File: src/rtl/fetch_buffer.sv
`default_nettype none
// ============================================================================
//  Module      : fetch_buffer
//  Description : Instruction-granular circular queue between the fetch stage
//                register and decode; splits fetch packets into per-instruction
//                entries and presents up to two in-order entries per cycle.
//  Revision    : 1.0 - initial release
// ============================================================================
module fetch_buffer #(
  parameter int DEPTH = 16,
  parameter int CW    = $clog2(DEPTH) + 1
) (
  input  logic          clk,
  input  logic          rstn,
  input  logic          flush,
  input  logic          in_valid,
  output logic          in_ready,
  input  logic [31:0]   in_pc,
  input  logic [31:0]   in_inst0,
  input  logic [31:0]   in_inst1,
  input  logic [31:0]   in_badv,
  input  logic [6:0]    in_exception,
  output logic          full,
  output logic [CW-1:0] count,
  input  logic          out_ready,
  output logic          out0_valid,
  output logic          out1_valid,
  output logic [31:0]   out0_pc,
  output logic [31:0]   out1_pc,
  output logic [31:0]   out0_inst,
  output logic [31:0]   out1_inst,
  output logic [6:0]    out0_exception,
  output logic [6:0]    out1_exception,
  output logic [31:0]   out0_badv,
  output logic [31:0]   out1_badv
);

  localparam int          AW          = $clog2(DEPTH);
  localparam logic [31:0] c_nop       = 32'h0340_0000;
  localparam logic [31:0] c_idle_pc   = 32'h1c00_0000;
  localparam logic [CW-1:0] c_ready_max = CW'(DEPTH - 2);
  localparam logic [CW-1:0] c_one       = CW'(1);

  logic [31:0] r_pc_mem   [DEPTH];
  logic [31:0] r_inst_mem [DEPTH];
  logic [6:0]  r_exc_mem  [DEPTH];
  logic [31:0] r_badv_mem [DEPTH];

  logic [AW-1:0] r_head;
  logic [AW-1:0] r_tail;
  logic [CW-1:0] r_count;

  logic          w_ready;
  logic          w_push;
  logic          w_push_two;
  logic          w_in_fault;
  logic [1:0]    w_push_n;
  logic          w_pop;
  logic [1:0]    w_pop_n;
  logic          w_v0;
  logic          w_v1;
  logic [AW-1:0] w_head1;
  logic [AW-1:0] w_tail1;
  logic [31:0]   w_ent0_inst;
  logic [31:0]   w_ent0_badv;

  // Readiness depends only on the registered count so a full packet always fits.
  assign w_ready    = (r_count <= c_ready_max);
  assign in_ready   = w_ready;
  assign full       = ~w_ready;
  assign count      = r_count;

  assign w_in_fault = (in_exception != 7'd0);
  assign w_push     = in_valid & w_ready & ~flush;
  assign w_push_two = w_push & ~w_in_fault & ~in_pc[2];
  assign w_push_n   = w_push_two ? 2'd2 : (w_push ? 2'd1 : 2'd0);

  assign w_ent0_inst = w_in_fault ? c_nop : (in_pc[2] ? in_inst1 : in_inst0);
  assign w_ent0_badv = w_in_fault ? in_badv : 32'd0;

  assign w_head1 = r_head + AW'(1);
  assign w_tail1 = r_tail + AW'(1);

  // A faulting entry at the head is always issued alone.
  assign w_v0    = (r_count != '0);
  assign w_v1    = (r_count > c_one) & (r_exc_mem[r_head] == 7'd0);
  assign w_pop   = out_ready & w_v0 & ~flush;
  assign w_pop_n = w_pop ? (w_v1 ? 2'd2 : 2'd1) : 2'd0;

  always_ff @(posedge clk) begin
    if (w_push) begin
      r_pc_mem[r_tail]   <= in_pc;
      r_inst_mem[r_tail] <= w_ent0_inst;
      r_exc_mem[r_tail]  <= in_exception;
      r_badv_mem[r_tail] <= w_ent0_badv;
    end
    if (w_push_two) begin
      r_pc_mem[w_tail1]   <= in_pc + 32'd4;
      r_inst_mem[w_tail1] <= in_inst1;
      r_exc_mem[w_tail1]  <= 7'd0;
      r_badv_mem[w_tail1] <= 32'd0;
    end
  end

  always_ff @(posedge clk or negedge rstn) begin
    if (!rstn) begin
      r_head  <= '0;
      r_tail  <= '0;
      r_count <= '0;
    end else if (flush) begin
      r_head  <= '0;
      r_tail  <= '0;
      r_count <= '0;
    end else begin
      r_head  <= r_head + AW'(w_pop_n);
      r_tail  <= r_tail + AW'(w_push_n);
      r_count <= r_count + CW'(w_push_n) - CW'(w_pop_n);
    end
  end

  always_comb begin
    out0_valid     = w_v0;
    out0_pc        = c_idle_pc;
    out0_inst      = c_nop;
    out0_exception = 7'd0;
    out0_badv      = 32'd0;
    if (w_v0) begin
      out0_pc        = r_pc_mem[r_head];
      out0_inst      = r_inst_mem[r_head];
      out0_exception = r_exc_mem[r_head];
      out0_badv      = r_badv_mem[r_head];
    end
  end

  always_comb begin
    out1_valid     = w_v1;
    out1_pc        = c_idle_pc;
    out1_inst      = c_nop;
    out1_exception = 7'd0;
    out1_badv      = 32'd0;
    if (w_v1) begin
      out1_pc        = r_pc_mem[w_head1];
      out1_inst      = r_inst_mem[w_head1];
      out1_exception = r_exc_mem[w_head1];
      out1_badv      = r_badv_mem[w_head1];
    end
  end

endmodule
`default_nettype wire

File: config.mk
export PLATFORM = sky130hd
export DESIGN_NAME = fetch_buffer
export DESIGN_NICKNAME = d
export VERILOG_FILES = /design/src/rtl/fetch_buffer.sv
export SDC_FILE = /design/constraint.sdc
export NUM_CORES = 2
export LEC_CHECK = 0
export CAP_MARGIN = 15
export CORE_MARGIN = 2
export CORE_UTILIZATION = 40
export DETAILED_ROUTE_END_ITERATION = 10
export GPL_ROUTABILITY_DRIVEN = 0
export SLEW_MARGIN = 25
export SYNTH_ARGS = -nofsm -noshare
export SYNTH_HDL_FRONTEND = slang
export SYNTH_SLANG_ARGS = --single-unit
File: constraint.sdc
create_clock -name clk -period 8 [get_ports clk]
set_clock_uncertainty 0.1 [all_clocks]
set_input_delay 0.8 -clock clk [delete_from_list [all_inputs] [get_ports clk]]
set_output_delay 0.8 -clock clk [all_outputs]
set_load 0.02 [all_outputs]
Yosys cells after proc, flatten, opt, wreduce, memory -nomap -nowiden
Memory sizes are Yosys's and may differ from the RTL's.
Cells that the tools add are included.
- add/sub/neg operators: 7
- $lt $le $gt $ge: 2
- mux-type cells: 22
- bitwise logic cells: 11
- reductions and logical operators: 3
- operators with widths (operator ; number):
    2-to-1 mux 32 bit ; 9
    adder 32 x 3 -> 32 bit, second input constant ; 1
    2-to-1 mux 7 bit ; 2
    adder 4 x 1 -> 4 bit, second input constant ; 2
    adder 4 x 2 -> 4 bit ; 2
    2-to-1 mux 4 bit ; 2
    AND 1 bit ; 7
    zero test 7 bit ; 1
    nonzero test 7 bit ; 1
    2-to-1 mux 2 bit ; 3
    adder 5 x 2 -> 5 bit ; 1
    greater-than comparator 5 x 1 -> 1 bit, second input constant ; 1
    <= comparator 5 x 4 -> 1 bit, second input constant ; 1
    2-to-1 mux 1 bit ; 5
    2-to-1 mux 5 bit ; 1
    nonzero test 5 bit ; 1
    subtractor 5 x 2 -> 5 bit ; 1
    inverter 1 bit ; 4
- register bits: 13
- memory bits (writable): 1648
- bits of input ports: 140
- word-level logic and storage cells: 52
- memories: 4
- memory list (name ; depth ; bits a word ; rd ports ; clocked after memory_dff ; wr ports ; RTL line ; RTL):
    r_badv_mem ; 16 ; 32 ; 2 ; 0 ; 2 ; 47 ; logic [31:0] r_badv_mem [DEPTH];
    r_inst_mem ; 16 ; 32 ; 2 ; 0 ; 2 ; 45 ; logic [31:0] r_inst_mem [DEPTH];
    r_pc_mem ; 16 ; 32 ; 2 ; 0 ; 2 ; 44 ; logic [31:0] r_pc_mem [DEPTH];
    r_exc_mem ; 16 ; 7 ; 2 ; 0 ; 2 ; 46 ; logic [6:0] r_exc_mem [DEPTH];

Longest topological paths before layout
- word-level depth: 9
- mapped depth: 21
- mapped depth without buffers: 17

Least setup slack after synthesis
OpenSTA, ideal clock, no wires.
- path kind: input to register
- from: input port in_exception[6]
- to: memory r_inst_mem[13][0] (enable)
- library setup time: 0.423 ns
- data arrival time: 4.223 ns
- data required time: 7.477 ns
- setup slack: 3.254 ns
- cell stages on the path: 10
- buffers on the path: 5
- cell sequence: clkbuf_1 or4_1 or4_1 clkbuf_1 buf_2 nor2_4 buf_4 nand2_1 buf_2 nand2_1
- RTL lines (what ; RTL line ; RTL):
    from (decl) ; 22 ; input logic [6:0] in_exception,
    to (decl) ; 45 ;

Worst setup path in the final report
- from: register r_head[1]
- to: output port out1_badv[2]
- cells in the longest elaborated chain, start to end: 4
- RTL lines (what ; RTL line ; RTL):
    from (decl) ; 49 ; logic [AW-1:0] r_head;
    from (signal assigned) ; 115 ; r_head <= r_head + AW'(w_pop_n);
    branches (longest 3 deep; another with memory (16 x 32 bit)) ; - ;
    2-to-1 mux 32 bit * ; 141 ; if (w_v1) begin
    to (decl) ; 35 ; output logic [31:0] out1_badv
Every way passes the cells marked *.

==> flow_summary.json <==
{
  "outcome": "finished, final reports clean",
  "post_cts_buffers": 0,
  "synth_edf_count": 1024,
  "fin_tns_setup_ns": 0,
  "rr_worst_depth": 9,
  "cp-end-kind": "primary output",
  "power_density_nw_per_um2": 248,
  "synthSimpleGateAreaFrac_pct": 11.3,
  "antenna_found_initial": 39,
  "grt_remaining_overflow": 0,
  "max_freq_mhz": 139,
  "viasPerCell": 6.25,
  "syn_area_um2": 90100,
  "crit_type": "reg -> out",
  "grt_pass1_wl_mm": 468,
  "worstPathArrival_ns": 6.28,
  "ys_seq_elements": 1661,
  "crit_required_ns": 7.10,
  "leakagePower_nw": 32.0,
  "core_um2": 224000,
  "dr.pass1.iters": 6,
  "worstSetupStartpointType": "register",
  "synthFlopType": "edfxtp_1",
  "io_buffers": 354,
  "wl_per_cell_um": 30.5,
  "drc": 0,
  "cts.clk_slew.worst_paths_ns": 0.06,
  "postRouteAntennaNets": 0,
  "hold_viol": 0,
  "dr.first_iter.drc_count": 9530,
  "htree_num_levels": 4,
  "ys_seq_area_share_pct": 48.3,
  "rsz0062_at_grt": "no",
  "synth_area_leaders": "edfxtp_1 (34%), mux4_2 (22%), dfxtp_1 (14%)",
  "vias": 67300,
  "cts_tree": "built",
  "routed_wl_mm": 328,
  "placedInstanceArea_um2": 95300,
  "drv_cap": 0,
  "cp-startpoint": "r_head[1]$_DFF_PN0_",
  "synth_top_area_share_pct": 34.1,
  "cts_inserted_buffers": 179,
  "cts.path.max_buffers": 3,
  "syn_area_per_cell_um2": 11.3,
  "initial_core_util_pct": 40.2,
  "peakVddDrop_uv": 210,
  "clockRootBuffer": "clkbuf_16",
  "rr_endpoint": "r_inst_mem[1][16]$_DFFE_PP_",
  "synthCells": 7980,
  "drive_above_1_share_pct": 19.1,
  "layout_min_cycle_time_ns": 7.18,
  "max_stage_delay_ns": 1.00,
  "cts.sinks": 1661,
  "crit_top_cell": "buf_4",
  "grt_pass1_vias": 65500,
  "reg2reg_from": "count[2]$_DFF_PN0_",
  "cts_resized": 0,
  "die-area_um2": 229000,
  "grt_max_degree": 142,
  "synth.most_common_cell": "nand2_1",
  "ctsHoldBuffers": 0,
  "num_rows": 174,
  "max_slew.worst_pin.slew_ns": 1.17,
  "muxShareOfSynthArea_pct": 24.4,
  "synth_compound_gate_area_share_pct": 8.47,
  "hp-class": "in -> async",
  "crit_path_cell_trace": "buf_4, ha_4, buf_12, buf_4, buf_4, mux4_2, mux2i_1, a211oi_1, clkdlybuf4s50_1",
  "ys_warn_count": 0,
  "synth_largest_area_cell": "edfxtp_1",
  "design_area_um2": 101000,
  "seq_area_um2": 43600,
  "synth_xor_area_share_pct": 2.25,
  "synthesis.nets": 8137,
  "synthDistinctLibCells": 48,
  "grt_util_all_layers_pct": 28.0,
  "die_h_um": 479,
  "clk_latency_ns": 0.86,
  "synth_fa_ha_area_share_pct": 0.269,
  "finalCritPeriodShare_pct": 89.8,
  "final_nets": 7757,
  "yosys-top-cells-count": "nand2_1 (1977), edfxtp_1 (1024), mux4_2 (900), clkbuf_1 (833), a21oi_1 (682)",
  "final_max_slew_viol_count": 0,
  "critPathMaxFanout": 50,
  "syn_to_final_growth_pct": 12.3,
  "synth_top_family_by_area": "multiplexers",
  "finalSetupViolCount": 0,
  "multi_input_area_um2": 42600,
  "dp_hpwl_mm": 186,
  "die_w_um": 479,
  "rrSetupSlack_ns": 2.46,
  "crit_path_top_delay_cell": "dfrtp_4",
  "async_flop_share_pct": 0.783,
  "slew_headroom_pct": 21.8,
  "fillers": 20100,
  "ios": 355
}
## critical path: cells and delay by family (launching register included)
kind,cells,cell delay [ns]
buffers and inverters,5,2.53
DFF,1,1.00
adders and majority gates,1,0.78
AOI/OAI and AO/OA,1,0.76
muxes,2,0.30
## power breakdown
group / internal [mW] / leakage (nW) / switching, mW
Clock: 4.79 / 2.87 / 3.61
Combinational: 3.28 / 14.2 / 3.73
Sequential: 9.37 / 14.9 / 0.267
## through the flow
step	hold slack, ns	total power [mW]	util [%]	setup WS [ns]	instances
3_3_place_gp	0.349	16.8	42.4	1.67	10400
6_report	0.366	25.1	45.1	0.819	10800
3_5_place_dp	0.358	16.8	42.4	1.59	10400
2_1_floorplan	0.343	14.3	-	3.25	7980
5_1_grt	0.371	25.9	45.1	0.666	10800
4_1_cts	0.317	25.1	45.0	0.760	10700
## state kept, by name (all words and copies together) (netlist names)
| name | cells |
|---|---|
| r_badv_mem | 512 |
| r_tail | 4 |
| r_exc_mem | 112 |
| r_head | 4 |
| count | 5 |
| r_pc_mem | 512 |
| r_inst_mem | 512 |
## worst max-delay path by stage
stage	endpoint	slack, ns	cells after the start
after floorplan	r_inst_mem[13][0]$_DFFE_PP_	3.25	10
after global placement	out1_inst[26]	1.67	9
after detailed placement	r_inst_mem[1][30]$_DFFE_PP_	1.59	9
after CTS	out1_inst[26]	0.76	9
after global routing	out1_inst[26]	0.67	9
final	out1_badv[2]	0.82	9
## metal layers
layer	vias up	share of wire [%]	global-route usage, %
met4	24	4.5	12.2
met3	765	11	6.41
met1	34100	39	37.7
met2	4311	46	43.3
li1	28100	-	-
met5	-	0.047	0
## final cells by class
cell class | count | area share, %
diodes | 13 | 0.0321
well taps | 2992 | 3.70
clock inverters | 92 | 0.841
repair buffers | 539 | 5.33
inverters | 14 | 0.0544
clock buffers | 240 | 4.93
flip-flops and latches | 1661 | 43.1
multi-input cells | 5205 | 42.1
## kinds of logic (layout without fill, tap and decap cells)
kind of cell | count (synthesis) | after routing
compound gates | 1393 | 1393
xor+xnor | 232 | 232
fa+ha+maj | 17 | 17
buf+inv | 1114 | 885
flops | 1661 | 1661
mux | 1066 | 1066
other cells | 0 | 13
simple gates | 2497 | 2497
## layout by cell type (no fill, tap or decap), types with 12 or more instances in the layout
cell type / netlist / layout
a211oi_1: 187 / 185
a211oi_2: 10 / 12
a21oi_1: 682 / 682
a221oi_1: 20 / 20
a22oi_1: 13 / 13
and2_0: 25 / 23
and2_1: 102 / 103
buf_12: 0 / 32
buf_4: 37 / 148
bufinv_16: 0 / 13
clkbuf_1: 833 / 35
clkbuf_16: 0 / 183
clkbuf_8: 0 / 18
clkdlybuf4s50_1: 0 / 351
clkinv_1: 0 / 35
clkinv_2: 0 / 32
dfxtp_1: 624 / 624
diode_2: 0 / 13
edfxtp_1: 1024 / 1024
ha_1: 13 / 12
inv_1: 13 / 12
mux2_2: 29 / 29
mux2i_1: 137 / 137
mux4_2: 900 / 900
nand2_1: 1977 / 1952
nand2_4: 0 / 13
nand2b_1: 22 / 21
nand3_1: 23 / 20
nor2_1: 189 / 161
nor2_4: 1 / 26
nor2b_1: 112 / 111
o21ai_0: 476 / 476
xnor2_1: 134 / 132
xor2_1: 98 / 97
Note: power is estimated with default switching activity, not from simulation.
